### src/rtl/scan_bist_sequencer.sv
// -----------------------------------------------------------------------------
// scan_bist_sequencer
//
// Session sequencer for a scan-BIST setup: the scan-wrapped CUT, its input and
// state LFSRs, and a MISR. For each of SEQS sequences it reseeds the pattern
// sources (new_seq_o), then runs PATTERNS shift/capture windows. It flushes the
// chain into the MISR and compares the signature with the golden value. All
// comparisons fold into one sticky verdict, which is reported in DONE.
//
// Optional feature: define SCAN_BIST_SEQUENCER_ABORT_EN to add bist_abort_i and
// aborted_o. Abort forces an early DONE with a fail verdict.
//
// Ports:
//   clock_i        : clock, rising edge
//   reset_i        : asynchronous active-high reset
//   bist_start_i   : session request, rising edge detected internally
//   misr_sig_i     : current MISR contents
//   sig_ref_i      : golden signature for the sequence selected by seq_idx_o
//   bist_abort_i   : (ABORT_EN only) abandon the running session
//   scan_en_o      : 1 = shift, 0 = capture/functional
//   new_seq_o      : one-cycle reseed pulse at the start of each sequence
//   bist_running_o : selects LFSR stimulus and enables the LFSRs/MISR
//   seq_idx_o      : index of the active sequence
//   bist_end_o     : session complete, held until the next start edge
//   pass_nfail_o   : 1 only if every sequence matched, valid while bist_end_o=1
//   aborted_o      : (ABORT_EN only) the session ended through an abort
//   state_o        : current FSM state, for observation
// -----------------------------------------------------------------------------
module scan_bist_sequencer #(
    parameter int CHAIN_LEN = 4,
    parameter int PATTERNS  = 8,
    parameter int SEQS      = 2,
    parameter int SIG_W     = 9,
    parameter int IDX_W     = 1
) (
    input  logic             clock_i,
    input  logic             reset_i,
    input  logic             bist_start_i,
`ifdef SCAN_BIST_SEQUENCER_ABORT_EN
    input  logic             bist_abort_i,
    output logic             aborted_o,
`endif
    input  logic [SIG_W-1:0] misr_sig_i,
    input  logic [SIG_W-1:0] sig_ref_i,
    output logic             scan_en_o,
    output logic             new_seq_o,
    output logic             bist_running_o,
    output logic [IDX_W-1:0] seq_idx_o,
    output logic             bist_end_o,
    output logic             pass_nfail_o,
    output logic [2:0]       state_o
);

    localparam int SH_W  = (CHAIN_LEN > 1) ? $clog2(CHAIN_LEN) : 1;
    localparam int PAT_W = (PATTERNS > 1) ? $clog2(PATTERNS) : 1;

    localparam logic [SH_W-1:0]  SH_LAST  = SH_W'(CHAIN_LEN - 1);
    localparam logic [PAT_W-1:0] PAT_LAST = PAT_W'(PATTERNS - 1);
    localparam logic [IDX_W-1:0] SEQ_LAST = IDX_W'(SEQS - 1);

    typedef enum logic [2:0] {
        IDLE    = 3'd0,
        INIT    = 3'd1,
        SHIFT   = 3'd2,
        CAPTURE = 3'd3,
        FLUSH   = 3'd4,
        CHECK   = 3'd5,
        DONE    = 3'd6
    } state_t;

    state_t            state_q, state_d;
    logic              start_q;
    logic [SH_W-1:0]   sh_cnt_q, sh_cnt_d;
    logic [PAT_W-1:0]  pat_cnt_q, pat_cnt_d;
    logic [IDX_W-1:0]  seq_idx_q, seq_idx_d;
    logic              fail_q, fail_d;
    logic              scan_en_q, scan_en_d;
    logic              new_seq_q, new_seq_d;
    logic              running_q, running_d;
    logic              bist_end_q, bist_end_d;
    logic              pass_q, pass_d;
    logic              start_edge;
`ifdef SCAN_BIST_SEQUENCER_ABORT_EN
    logic              aborted_q, aborted_d;
`endif

    assign start_edge = bist_start_i & ~start_q;

    // Outputs are registered: every *_d below is the value for the state being
    // entered, so output changes line up exactly with state changes.
    always_comb begin
        state_d    = state_q;
        sh_cnt_d   = sh_cnt_q;
        pat_cnt_d  = pat_cnt_q;
        seq_idx_d  = seq_idx_q;
        fail_d     = fail_q;
        scan_en_d  = 1'b0;
        new_seq_d  = 1'b0;
        running_d  = 1'b0;
        bist_end_d = bist_end_q;
        pass_d     = pass_q;
`ifdef SCAN_BIST_SEQUENCER_ABORT_EN
        aborted_d  = aborted_q;
`endif
        case (state_q)
            IDLE, DONE: begin
                if (start_edge) begin
                    state_d    = INIT;
                    seq_idx_d  = '0;
                    fail_d     = 1'b0;
                    new_seq_d  = 1'b1;
                    running_d  = 1'b1;
                    bist_end_d = 1'b0;
                    pass_d     = 1'b0;
`ifdef SCAN_BIST_SEQUENCER_ABORT_EN
                    aborted_d  = 1'b0;
`endif
                end
            end
            INIT: begin
                state_d   = SHIFT;
                sh_cnt_d  = '0;
                pat_cnt_d = '0;
                scan_en_d = 1'b1;
                running_d = 1'b1;
            end
            SHIFT, FLUSH: begin
                running_d = 1'b1;
                if (sh_cnt_q == SH_LAST) begin
                    sh_cnt_d = '0;
                    state_d  = (state_q == SHIFT) ? CAPTURE : CHECK;
                end else begin
                    sh_cnt_d  = sh_cnt_q + 1'b1;
                    scan_en_d = 1'b1;
                end
            end
            CAPTURE: begin
                running_d = 1'b1;
                scan_en_d = 1'b1;
                if (pat_cnt_q == PAT_LAST) begin
                    pat_cnt_d = '0;
                    state_d   = FLUSH;
                end else begin
                    pat_cnt_d = pat_cnt_q + 1'b1;
                    state_d   = SHIFT;
                end
            end
            CHECK: begin
                fail_d = fail_q | (misr_sig_i != sig_ref_i);
                if (seq_idx_q == SEQ_LAST) begin
                    state_d    = DONE;
                    bist_end_d = 1'b1;
                    pass_d     = ~fail_d;
                end else begin
                    state_d   = INIT;
                    seq_idx_d = seq_idx_q + 1'b1;
                    new_seq_d = 1'b1;
                    running_d = 1'b1;
                end
            end
            default: state_d = IDLE;
        endcase
`ifdef SCAN_BIST_SEQUENCER_ABORT_EN
        // Abort overrides every active-session transition, always with a fail.
        if (bist_abort_i && (state_q != IDLE) && (state_q != DONE)) begin
            state_d    = DONE;
            sh_cnt_d   = '0;
            pat_cnt_d  = '0;
            fail_d     = 1'b1;
            scan_en_d  = 1'b0;
            new_seq_d  = 1'b0;
            running_d  = 1'b0;
            bist_end_d = 1'b1;
            pass_d     = 1'b0;
            aborted_d  = 1'b1;
        end
`endif
    end

    always_ff @(posedge clock_i or posedge reset_i) begin
        if (reset_i) begin
            state_q    <= IDLE;
            start_q    <= 1'b0;
            sh_cnt_q   <= '0;
            pat_cnt_q  <= '0;
            seq_idx_q  <= '0;
            fail_q     <= 1'b0;
            scan_en_q  <= 1'b0;
            new_seq_q  <= 1'b0;
            running_q  <= 1'b0;
            bist_end_q <= 1'b0;
            pass_q     <= 1'b0;
`ifdef SCAN_BIST_SEQUENCER_ABORT_EN
            aborted_q  <= 1'b0;
`endif
        end else begin
            state_q    <= state_d;
            start_q    <= bist_start_i;
            sh_cnt_q   <= sh_cnt_d;
            pat_cnt_q  <= pat_cnt_d;
            seq_idx_q  <= seq_idx_d;
            fail_q     <= fail_d;
            scan_en_q  <= scan_en_d;
            new_seq_q  <= new_seq_d;
            running_q  <= running_d;
            bist_end_q <= bist_end_d;
            pass_q     <= pass_d;
`ifdef SCAN_BIST_SEQUENCER_ABORT_EN
            aborted_q  <= aborted_d;
`endif
        end
    end

    assign scan_en_o      = scan_en_q;
    assign new_seq_o      = new_seq_q;
    assign bist_running_o = running_q;
    assign seq_idx_o      = seq_idx_q;
    assign bist_end_o     = bist_end_q;
    assign pass_nfail_o   = pass_q;
    assign state_o        = state_q;
`ifdef SCAN_BIST_SEQUENCER_ABORT_EN
    assign aborted_o      = aborted_q;
`endif

endmodule

### config.mk
export PLATFORM = sky130hd
export DESIGN_NAME = scan_bist_sequencer
export DESIGN_NICKNAME = d
export VERILOG_FILES = /design/src/rtl/scan_bist_sequencer.sv
export SDC_FILE = /design/constraint.sdc
export NUM_CORES = 1
export LEC_CHECK = 0
export CAP_MARGIN = 5
export CORE_MARGIN = 1
export CORE_UTILIZATION = 50
export DETAILED_ROUTE_END_ITERATION = 10
export DONT_BUFFER_PORTS = 1
export GPL_TIMING_DRIVEN = 0
export PLACE_DENSITY = 0.75
export SYNTH_ARGS = -nofsm -noshare
export SYNTH_HDL_FRONTEND = slang
export SYNTH_SLANG_ARGS = --single-unit
### constraint.sdc
create_clock -name clock_i -period 1.25 [get_ports clock_i]
set_input_delay 0.25 -clock clock_i [delete_from_list [all_inputs] [get_ports clock_i]]
set_output_delay 0.25 -clock clock_i [all_outputs]
set_load 0.02 [all_outputs]
Word-level counts from Yosys, hierarchy flattened

Cells that the tools add are included.

Multiplexer cells: 24
Bitwise operators: 4
Reduce and logical (&&, ||, !) cells: 11
Equality and inequality tests: 12
Add/sub/neg operators: 3

Operator list:

| cell                                                                   | count |
|---|---|
| 3-bit 2-to-1 mux                                                       | 6 |
| 3-bit case mux with 5 select lines                                     | 1 |
| 3-bit equality test (second input constant)                            | 4 |
| 1-bit case mux with 2 select lines                                     | 6 |
| 9-bit inequality test                                                  | 1 |
| 1-bit 2-to-1 mux                                                       | 7 |
| 3-bit by 2-bit equality test with 1-bit output (second input constant) | 2 |
| 2-bit inequality test (second input constant)                          | 3 |
| 3-bit case mux with 2 select lines                                     | 1 |
| 2-bit nonzero test                                                     | 3 |
| 2-bit OR reduction                                                     | 3 |
| 2-bit case mux with 2 select lines                                     | 1 |
| 2-bit AND reduction                                                    | 2 |
| 4-bit OR reduction                                                     | 1 |
| 3-bit by 1-bit adder with 3-bit output (second input constant)         | 1 |
| 3-bit by 1-bit equality test with 1-bit output (second input constant) | 1 |
| 3-bit zero test                                                        | 1 |
| 1-bit case mux with 3 select lines                                     | 1 |
| 3-bit AND reduction                                                    | 1 |
| 2-bit by 1-bit adder with 2-bit output (second input constant)         | 1 |
| 2-bit equality test (second input constant)                            | 1 |
| 2-bit 2-to-1 mux                                                       | 1 |
| 1-bit inverter                                                         | 2 |
| 1-bit adder (second input constant)                                    | 1 |
| other kinds (2)                                                        | 2 |

Word-level logic and storage cells: 65
Flip-flop bits (word level): 16
Output and inout port bits: 9

Longest topological paths before layout

Gate-level depths: netlist of the first run.

Depth in word-level cells: 5
Gate-level depth with buffers: 5
Mapped depth without buffers: 5

Worst setup path before layout of the first run

No wires, ideal clock.

Kind: reg-to-reg
From: register state_q[0] (netlist: state_o[0])
To: register pass_q (netlist: pass_nfail_o)
Period minus slack after synthesis: 1.527 ns
Slack: -0.277 ns
Data required time: 1.184 ns
Cell stages (with the launch flop): 6
Arrival time: 1.461 ns
Cell sequence: dfrtp_1 -> buf_6 -> inv_4 -> or4_4 -> nor3_2 -> a32o_2

Word-level cells in the longest chain between the ends: 4
Elaborated cells between the ends (all ways): 9
Those cells by class: 4 x eq/ne; 1 x mux; 4 x reduce/logical

RTL lines:

| item                                                                         | line | RTL |
|---|---|---|
| start, declared                                                              | 71   | `state_t state_q, state_d;` |
| start signal, assigned                                                       | 197  | `state_q <= state_d;` |
| 3-bit equality test or 3-bit zero test (tied branches)                       | 105  | `case (state_q)` |
| 2-bit OR reduction                                                           | 105  |  |
| 2-bit inequality test (no source line) or 2-bit nonzero test (tied branches) | n/a  |  |
| 3-bit AND reduction (no source line)                                         | n/a  |  |
| end signal, assigned                                                         | 207  | `pass_q <= pass_d;` |
| end, declared                                                                | 81   | `logic pass_q, pass_d;` |

Parallel ways exist; a longest one is shown, timed or not.
A chain may end at the register's enable or synchronous reset.

Worst setup path after layout of the first run

Ends and elaborated chain as after synthesis.

==> results of run 1 <==
per-layer routing:
layer | up-vias | global-route usage [%] | wire (µm)
met3 | 4 | 7.200 | 143
met2 | 41 | 44.93 | 1256
met4 | 0 | 5.455 | 18
met5 | - | 0 | 0
met1 | 400 | 31.55 | 905
li1 | 386 | - | -
power by group through the flow:
stage | Combinational [W] | Clock [W] | Sequential [W]
6_report | 0.00113 | 0.000354 | 0.000867
5_1_grt | 0.00126 | 0.000385 | 0.000884
4_1_cts | 0.00103 | 0.000359 | 0.000868
3_5_place_dp | 0.000822 | 0 | 0.000881
3_3_place_gp | 0.000783 | 0 | 0.000867
2_1_floorplan | 0.000684 | 0 | 0.000850
final timing paths:
check | start | to | slack (ns) | cells after the start
max | state_o[0] | pass_nfail_o | -0.24 | 5
min | bist_start_i | bist_running_o | 0.32 | 2
max reg2reg | state_o[0] | pass_nfail_o | -0.24 | 5
min reg2reg | pat_cnt_q[1] | pat_cnt_q[1] | 0.53 | 2
max in group asynchronous | reset_i | state_o[2] | 0.35 | 2
min in group asynchronous | reset_i | sh_cnt_q[0] | 0.45 | 2
Yosys cell counts (all sizes together), types with 2 or more instances:
cell | count | share of area [%]
a21oi | 4 | 2.1
nand2 | 15 | 6.0
nor3 | 5 | 3.2
nand2b | 3 | 2.0
nor2b | 3 | 2.0
clkbuf | 2 | 0.81
nand4 | 2 | 1.3
inv | 6 | 2.7
xnor2 | 8 | 7.5
nor2 | 4 | 1.6
ha | 3 | 4.0
buf | 3 | 2.1
dfrtp | 16 | 43
o22ai | 2 | 1.3
a22oi | 3 | 2.4
o21ai | 16 | 8.6
registers in the layout, summed over array words and instances, names as in the netlist:
signal / flops
pass_nfail_o: 1
start_q: 1
scan_en_o: 1
pat_cnt_q: 3
state_o: 3
sh_cnt_q: 2
new_seq_o: 1
fail_q: 1
seq_idx_o: 1
bist_end_o: 1
bist_running_o: 1
through the flow:
stage / power, W / setup slack, ns / hold slack [ns] / utilization (%) / cell area (µm²)
after CTS: 0.002254 / -0.2262 / 0.2496 / 65.81 / 1149
after global routing: 0.002528 / -0.2976 / 0.3257 / 67.53 / 1179
after global placement: 0.001650 / -0.2224 / 0.2349 / 56.92 / 993.5
after floorplan: 0.001534 / -0.1601 / 0.1635 / - / 962.2
after detailed placement: 0.001703 / -0.2321 / 0.2464 / 56.92 / 993.5
final: 0.002350 / -0.2444 / 0.3228 / 67.53 / 1179
worst max-delay path: stages, from the launching register on:
cell     delay [ns]
dfrtp_2        0.45
buf_6          0.14
inv_4          0.03
or4_4          0.52
nor3_4         0.15
a32o_2         0.14
what timing repair did:
action / 4_1_cts / 5_1_grt
setup endpoints to repair: 15 / 15
setup buffers: 5 / 0
hold buffers: 2 / 0
endpoints found under the hold margin: 17 / 0
cloned: 1 / 0
pin swaps: 2 / 0
resized for setup: 14 / 14
final cells by class:
type,instances,share of cell area [%]
inverters,6,2.442
repair buffers,8,5.520
multi-input cells,77,47.77
well taps,25,2.654
clock buffers,4,3.079
flip-flops and latches,16,34.39
plain buffers,5,4.140
kinds of logic after synthesis:
logic type	synth area share (%)
xor+xnor	8.457
fa+ha+maj	5.101
simple gates	18.12
compound gates	17.45
buf+inv	5.638
mux	2.282
flops	42.95
==> results.py, run 1 <==
metrics = {
    "timing": {
        "min_period_ns": 1.494,
        "drv_slew": 0,
        "hold_viol_final": 0,
        "setup_viol": 8,
        "clock_skew_ns": 0.01255,
        "tns_ns": -0.7024,
        "max_slew.worst_pin.slew_ns": 0.6109,
        "relSlewSlack_pct": 59.23,
        "max_freq_mhz": 669.2,
        "setup_slack_ns": -0.2444,
        "min_period_over_period_pct": 119.6,
        "rsz0062_at_grt": "yes",
    },
    "layout": {
        "register_area_um2": 405.4,
        "multi_input_area_um2": 563.0,
        "final_cell_mix": "14 x nand2_1, 12 x dfrtp_1, 11 x o21ai_0",
        "nets": 141,
        "n_antenna_cell": 0,
        "area_delta_synth_final_pct": 26.44,
        "instances_no_fill": 141,
        "final_common_cell": "nand2_1",
        "fillers": 137,
        "drive_above_1_share_pct": 33.62,
    },
    "floorplan": {
        "die_area_mm2": 0.002041,
        "core_mm2": 0.001745,
        "io_pins": 30,
        "rows": 15,
        "die_w_um": 45.18,
        "initial_core_util_pct": 53.41,
        "die_h_um": 45.18,
    },
    "global_routing": {
        "grt_usage_pct": 25.76,
        "grt_pass1_vias": 827,
        "overflow": 0,
        "grt_max_degree": 17,
        "antenna_found_initial": 0,
        "grt_pass1_wl_um": 3691,
    },
    "status": {
        "violations": "setup timing",
        "outcome": "complete, but fails checks",
    },
    "setup_path": {
        "crit_type": "reg -> reg",
        "cp.arrival_ns": 1.73,
        "cp_max_fo": 4,
        "worst_setup_path_start_kind": "flop",
        "critPathRequiredTime_ns": 1.48,
        "endpoint_kind": "flop",
    },
    "job": {
        "max_cap_violations": 0,
    },
    "power_and_ir_drop": {
        "p_clk_share_pct": 15.1,
        "p_comb_share_pct": 48.0,
        "p_int_w": 0.001380,
        "power.leakage_nw": 0.5022,
        "ir_worst_vdd_v": 0.001275,
        "switchingPower_w": 0.0009702,
        "power_frac_seq_pct": 36.9,
        "switching_share_pct": 41.29,
        "power_density_mw_per_mm2": 1994,
    },
    "place": {
        "hpwlAfterDp_um": 1430,
        "portBuffers": 0,
        "gp_congestion": 0.8200,
        "dp.cells": 129,
    },
    "detailed_routing": {
        "post_drt_wl_per_cell_um": 16.48,
        "vias": 831,
        "via_per_inst": 5.894,
        "wl_um": 2323,
        "drc": 0,
        "firstDrtPassIters": 4,
        "drtAntennaViolNets": 0,
        "drt_iter0_drc": 23,
    },
    "clocking": {
        "cts-root-buf": "clkbuf_4",
        "clk_path_buf_depth": 2,
        "clock_latency_ns": 0.30,
        "cts_buffers": 3,
        "cts.sinks": 16,
        "htree_levels": 1,
        "cts.clk_slew.worst_paths_ns": 0.11,
        "cts_tree": "done",
    },
    "yosys": {
        "synth_cell_types": 29,
        "syn_inst": 104,
        "ys_warn_count": 0,
        "async_reset_ff_share_pct": 100.0,
        "syn_nets": 128,
        "synth-seq-cells": 16,
        "ys.flop_type": "dfrtp_1",
        "yosysSeqAreaShare_pct": 42.95,
        "synth_edf_count": 0,
        "syn_area_um2": 932.1,
        "syn-mean-instance-area_um2": 8.963,
    },
    "hold_path": {
        "hold_path.class": "in -> reg",
    },
}
No activity file was read; power rests on OpenSTA's default activity.
==> inputs of run 2 (changes only) <==
PLACE_DENSITY = not set   (was 0.75)
PLACE_DENSITY_LB_ADDON = 0.05   (was not set)
SLEW_MARGIN = 0   (was not set)
==> run 2 against run 1 <==
The flow still finishes with violations (setup timing). Maximum frequency grew 0.85%. Routed wire length shrank 9.7%. Worst hold slack lost 0.026 ns. Die area is the same. Worst setup slack gained 0.013 ns. Critical path type unchanged. Largest cell class unchanged. Highest routed layer unchanged.
==> results.py, run 2 (synthesis results as in run 1) <==
metrics = {
    "detailed_routing": {
        "drc": 0,
        "wl_um": 2098,
        "post_drt_wl_per_cell_um": 14.99,
        "vias": 823,
        "drt_iter0_drc": 17,
        "drtAntennaViolNets": 0,
        "firstDrtPassIters": 5,
        "via_per_inst": 5.879,
    },
    "timing": {
        "clock_skew_ns": 0.01019,
        "max_slew.worst_pin.slew_ns": 0.6083,
        "min_period_ns": 1.482,
        "drv_slew": 0,
        "rsz0062_at_grt": "yes",
        "min_period_over_period_pct": 118.5,
        "setup_slack_ns": -0.2318,
        "hold_viol_final": 0,
        "relSlewSlack_pct": 59.40,
        "setup_viol": 7,
        "max_freq_mhz": 674.9,
    },
    "floorplan": {
        "die_h_um": 45.18,
        "io_pins": 30,
        "rows": 15,
        "die_area_mm2": 0.002041,
        "core_mm2": 0.001745,
        "initial_core_util_pct": 53.41,
        "die_w_um": 45.18,
    },
    "layout": {
        "nets": 140,
        "n_antenna_cell": 0,
        "drive_above_1_share_pct": 36.52,
        "area_delta_synth_final_pct": 28.32,
        "fillers": 142,
        "final_cell_mix": "12 x nand2_1, 12 x dfrtp_1, 8 x o21ai_0, 8 x xnor2_1",
        "fin_area_mm2": 0.001196,
        "multi_input_area_um2": 584.3,
        "register_area_um2": 405.4,
    },
    "setup_path": {
        "worstPathCellList": "buf_6, buf_4, nor3_2, nand2_1, a32o_2",
        "path_buf_inv": 2,
        "cp_max_fo": 4,
        "crit_type": "reg -> reg",
        "cpPeakStageDelay_ns": 0.47,
        "endpoint_kind": "flop",
        "crit_path_top_delay_cell": "dfrtp_2",
        "critPathTopFamily": "flip-flops",
        "critPathRequiredTime_ns": 1.44,
        "worst_setup_path_start_kind": "flop",
        "cp.arrival_ns": 1.67,
    },
    "global_routing": {
        "grt_max_degree": 17,
        "grt_pass1_vias": 762,
        "grt_pass1_wl_um": 3236,
        "overflow": 0,
        "antenna_found_initial": 0,
        "grt_usage_pct": 22.40,
    },
    "clocking": {
        "cts.sinks": 16,
        "clock_latency_ns": 0.29,
        "clk_path_buf_depth": 2,
        "htree_levels": 1,
        "cts_buffers": 3,
        "cts-root-buf": "clkbuf_4",
        "cts.clk_slew.worst_paths_ns": 0.10,
        "cts_tree": "done",
    },
    "power_and_ir_drop": {
        "power.leakage_nw": 0.5037,
        "power_density_mw_per_mm2": 2003,
        "ir_worst_vdd_v": 0.001202,
    },
    "status": {
        "violations": "setup timing",
        "outcome": "complete, but fails checks",
    },
    "place": {
        "portBuffers": 0,
        "place_ws_ns": -0.2441,
        "gp_congestion": 0.7978,
        "placed_cell_area_um2": 993.5,
        "hpwlAfterDp_um": 1318,
    },
    "hold_path": {
        "hold_path.class": "in -> reg",
    },
    "job": {
        "max_cap_violations": 0,
    },
}
## run 2: path summary, 6_finish.rpt
| kind | startpoint | end | slack [ns] | depth (start not counted) |
|---|---|---|---|---|
| max in group asynchronous | reset_i | state_o[1] | 0.35 | 2 |
| hold / removal | bist_start_i | bist_running_o | 0.30 | 2 |
| hold reg to reg | pat_cnt_q[1] | pat_cnt_q[1] | 0.49 | 2 |
| setup reg to reg | state_o[0] | pass_nfail_o | -0.23 | 5 |
| min in group asynchronous | reset_i | sh_cnt_q[1] | 0.46 | 2 |
| setup / recovery | state_o[0] | pass_nfail_o | -0.23 | 5 |
## run 2: final cells by class
cell class,instances,area share [%]
multi-input cells,77,48.85
flip-flops and latches,16,33.89
repair buffers,7,5.126
plain buffers,5,3.870
clock buffers,4,3.033
inverters,6,2.615
well taps,25,2.615
## run 2: where the power goes
part | total, W | switching, W | leakage [nW] | internal (W)
clock | 0.000343 | 0.000166 | 0.0210 | 0.000178
combinational | 0.00119 | 0.000638 | 0.282 | 0.000555
sequential | 0.000860 | 0.000187 | 0.200 | 0.000673
## run 2: worst reg2reg max path: stages (launching register included)
cell and delay, ns:
dfrtp_2 0.47, buf_6 0.15, buf_4 0.15, nor3_2 0.20
nand2_1 0.12, a32o_2 0.29
## run 2: per-stage QoR
step / std cells / hold slack (ns) / utilization, % / setup TNS (ns) / power, W
floorplan: 104 / 0.1635 / - / -0.3022 / 0.001534
global placement: 129 / 0.2400 / 56.92 / -1.030 / 0.001665
detailed placement: 129 / 0.2439 / 56.92 / -1.140 / 0.001692
CTS: 139 / 0.2455 / 64.01 / -0.5670 / 0.002166
global route: 140 / 0.3071 / 68.53 / -1.147 / 0.002584
finish: 140 / 0.2973 / 68.53 / -0.6892 / 0.002396
## run 2: layer usage
metal  wire length [µm]  track usage [%]  vias up
met4                 26            7.273        0
met2               1109            39.42       31
met1                850            25.94      401
met5                  0                0        -
li1                   -                -      387
met3                111            6.400        4
## run 2: what timing repair did
| item | 4_1_cts | 5_1_grt |
|---|---|---|
| hold buffers | 2 | 0 |
| resized for setup | 12 | 26 |
| setup buffers | 4 | 1 |
| pin swaps | 0 | 1 |
| hold endpoints to repair | 17 | 0 |
| endpoints found under the setup margin | 13 | 15 |
==> inputs of run 3 (changes only) <==
PLACE_DENSITY = 0.68   (was not set)
PLACE_DENSITY_LB_ADDON = not set   (was 0.05)
==> run 3 against run 2 <==
The run still ends with setup timing left. Sequential power hardly changed. Worst hold slack better by 0.0041 ns. Clock skew is 0.0090 ns lower. Critical path depth is 1 lower. Sequential cell count stayed put. Routed wire length is 7.1% lower. Maximum frequency is 0.22% higher. Final cell count is 1.4% lower. Sequential share of layout area is 1.9 points higher. Total power is 6.7% lower. Clock-buffer cell count stayed put. Combinational power is 13% lower. Critical endpoint unchanged.
==> results.py, run 3 (synthesis results as in run 1) <==
metrics = {
    "floorplan": {
        "core_mm2": 0.001745,
        "rows": 15,
        "die_area_mm2": 0.002041,
        "io_pins": 30,
        "die_w_um": 45.18,
        "die_h_um": 45.18,
        "initial_core_util_pct": 53.41,
    },
    "place": {
        "hpwlAfterDp_um": 1357,
        "dp.cells": 129,
        "gp_congestion": 0.7934,
        "portBuffers": 0,
    },
    "layout": {
        "final_cell_mix": "14 x nand2_1, 12 x dfrtp_1, 11 x o21ai_0",
        "n_antenna_cell": 0,
        "fillers": 151,
        "fin_util_pct": 64.95,
        "area_delta_synth_final_pct": 21.61,
        "final_common_cell": "nand2_1",
        "drive_above_1_share_pct": 30.09,
        "instances_no_fill": 138,
        "nets": 138,
    },
    "setup_path": {
        "endpoint_kind": "flop",
        "cp_max_fo": 3,
        "cp.arrival_ns": 1.71,
        "worst_setup_path_start_kind": "flop",
        "crit_type": "reg -> reg",
        "r2r_end": "pass_nfail_o",
        "reg2regPathDepth": 4,
        "rrSetupSlack_ns": -0.23,
        "critPathRequiredTime_ns": 1.48,
        "r2r-start": "state_o[1]",
    },
    "power_and_ir_drop": {
        "power_frac_seq_pct": 38.5,
        "switching_share_pct": 39.94,
        "power.leakage_nw": 0.4849,
        "p_clk_share_pct": 15.4,
        "power_density_mw_per_mm2": 1971,
        "p_comb_share_pct": 46.2,
        "ir_worst_vdd_v": 0.001214,
        "switchingPower_w": 0.0008924,
        "p_int_w": 0.001342,
    },
    "hold_path": {
        "hold_path.class": "in -> reg",
        "holdPathEnd": "fail_q",
        "min_from": "misr_sig_i[7]",
        "whs_path_depth": 4,
    },
    "status": {
        "violations": "setup timing",
        "outcome": "complete, but fails checks",
    },
    "timing": {
        "min_period_over_period_pct": 118.3,
        "max_freq_mhz": 676.4,
        "relSlewSlack_pct": 59.78,
        "hold_slack_ns": 0.3014,
        "min_period_ns": 1.478,
        "max_slew.worst_pin.slew_ns": 0.6026,
        "clock_skew_ns": 0.001235,
        "rsz0062_at_grt": "yes",
        "drv_slew": 0,
        "hold_viol_final": 0,
        "setup_slack_ns": -0.2285,
        "setup_viol": 6,
    },
    "detailed_routing": {
        "wl_um": 1950,
        "drc": 0,
        "firstDrtPassIters": 4,
        "drtAntennaViolNets": 0,
        "drt_iter0_drc": 21,
        "vias": 787,
        "post_drt_wl_per_cell_um": 14.13,
        "via_per_inst": 5.703,
    },
    "global_routing": {
        "grt_pass1_vias": 726,
        "grt_usage_pct": 22.72,
        "grt_pass1_wl_um": 3263,
        "overflow": 0,
        "grt_max_degree": 17,
        "antenna_found_initial": 0,
    },
    "clocking": {
        "cts.sinks": 16,
        "clk_path_buf_depth": 2,
        "cts_tree": "done",
        "cts_buffers": 3,
        "htree_levels": 1,
        "cts.clk_slew.worst_paths_ns": 0.09,
        "cts-root-buf": "clkbuf_4",
        "clock_latency_ns": 0.29,
    },
    "job": {
        "max_cap_violations": 0,
    },
}
run 3: changes by cell type in the layout (fill, tap and decap cells not counted), sizes merged:
cell      previous run  this run
buf                 10         8
clkinvlp             1         0
inv                  5         6
run 3: critical path, stage by stage, from the launching register on:
cell and delay [ns]:
dfrtp_2 0.48, nand2b_4 0.17, or4_4 0.50, nor3_4 0.14, a32o_2 0.14
run 3: per-layer routing:
metal  vias up  share of wire [%]  global-route usage (%)
met2        28                 50                   37.68
met4         0               0.56                   5.455
met1       377                 44                   28.64
met3         2                5.4                   7.200
met5         -                  0                       0
li1        380                  -                       -
run 3: area by class of cell:
type / count / area (µm²) / share of cell area, %
inverters: 6 / 25.02 / 2.208
multi-input cells: 77 / 544.3 / 48.01
flip-flops and latches: 16 / 405.4 / 35.76
clock buffers: 4 / 36.28 / 3.201
plain buffers: 4 / 41.29 / 3.642
repair buffers: 6 / 50.05 / 4.415
well taps: 25 / 31.28 / 2.759
run 3: worst max path at each step:
stage                          start      endpoint  slack (ns)
after detailed placement  state_o[0]  pass_nfail_o       -0.22
after global placement    state_o[0]  pass_nfail_o       -0.23
after global routing      state_o[0]  pass_nfail_o       -0.28
after floorplan           state_o[0]  pass_nfail_o       -0.16
final                     state_o[1]  pass_nfail_o       -0.23
after CTS                 state_o[1]  pass_nfail_o       -0.22
run 3: power groups by stage:
stage	clock (W)	sequential, W	combinational [W]
detailed placement	0	0.000874	0.000824
floorplan	0	0.000850	0.000684
global placement	0	0.000870	0.000792
finish	0.000344	0.000860	0.00103
global route	0.000380	0.000875	0.00116
CTS	0.000354	0.000864	0.000889
run 3: stage by stage:
stage,area [µm²],setup slack (ns),total power (W),setup TNS (ns)
6_report,1134,-0.2285,0.002235,-0.6297
5_1_grt,1134,-0.2800,0.002411,-1.038
4_1_cts,1090,-0.2164,0.002106,-0.8422
3_5_place_dp,993.5,-0.2234,0.001698,-1.090
3_3_place_gp,993.5,-0.2275,0.001662,-0.9291
2_1_floorplan,962.2,-0.1601,0.001534,-0.3022
run 3: timing repair:
item | CTS | global route
pin swaps | 0 | 3
hold endpoints to repair | 17 | 0
setup endpoints to repair | 14 | 14
hold buffers | 2 | 0
buffers inserted | 2 | 2
resized for setup | 8 | 15
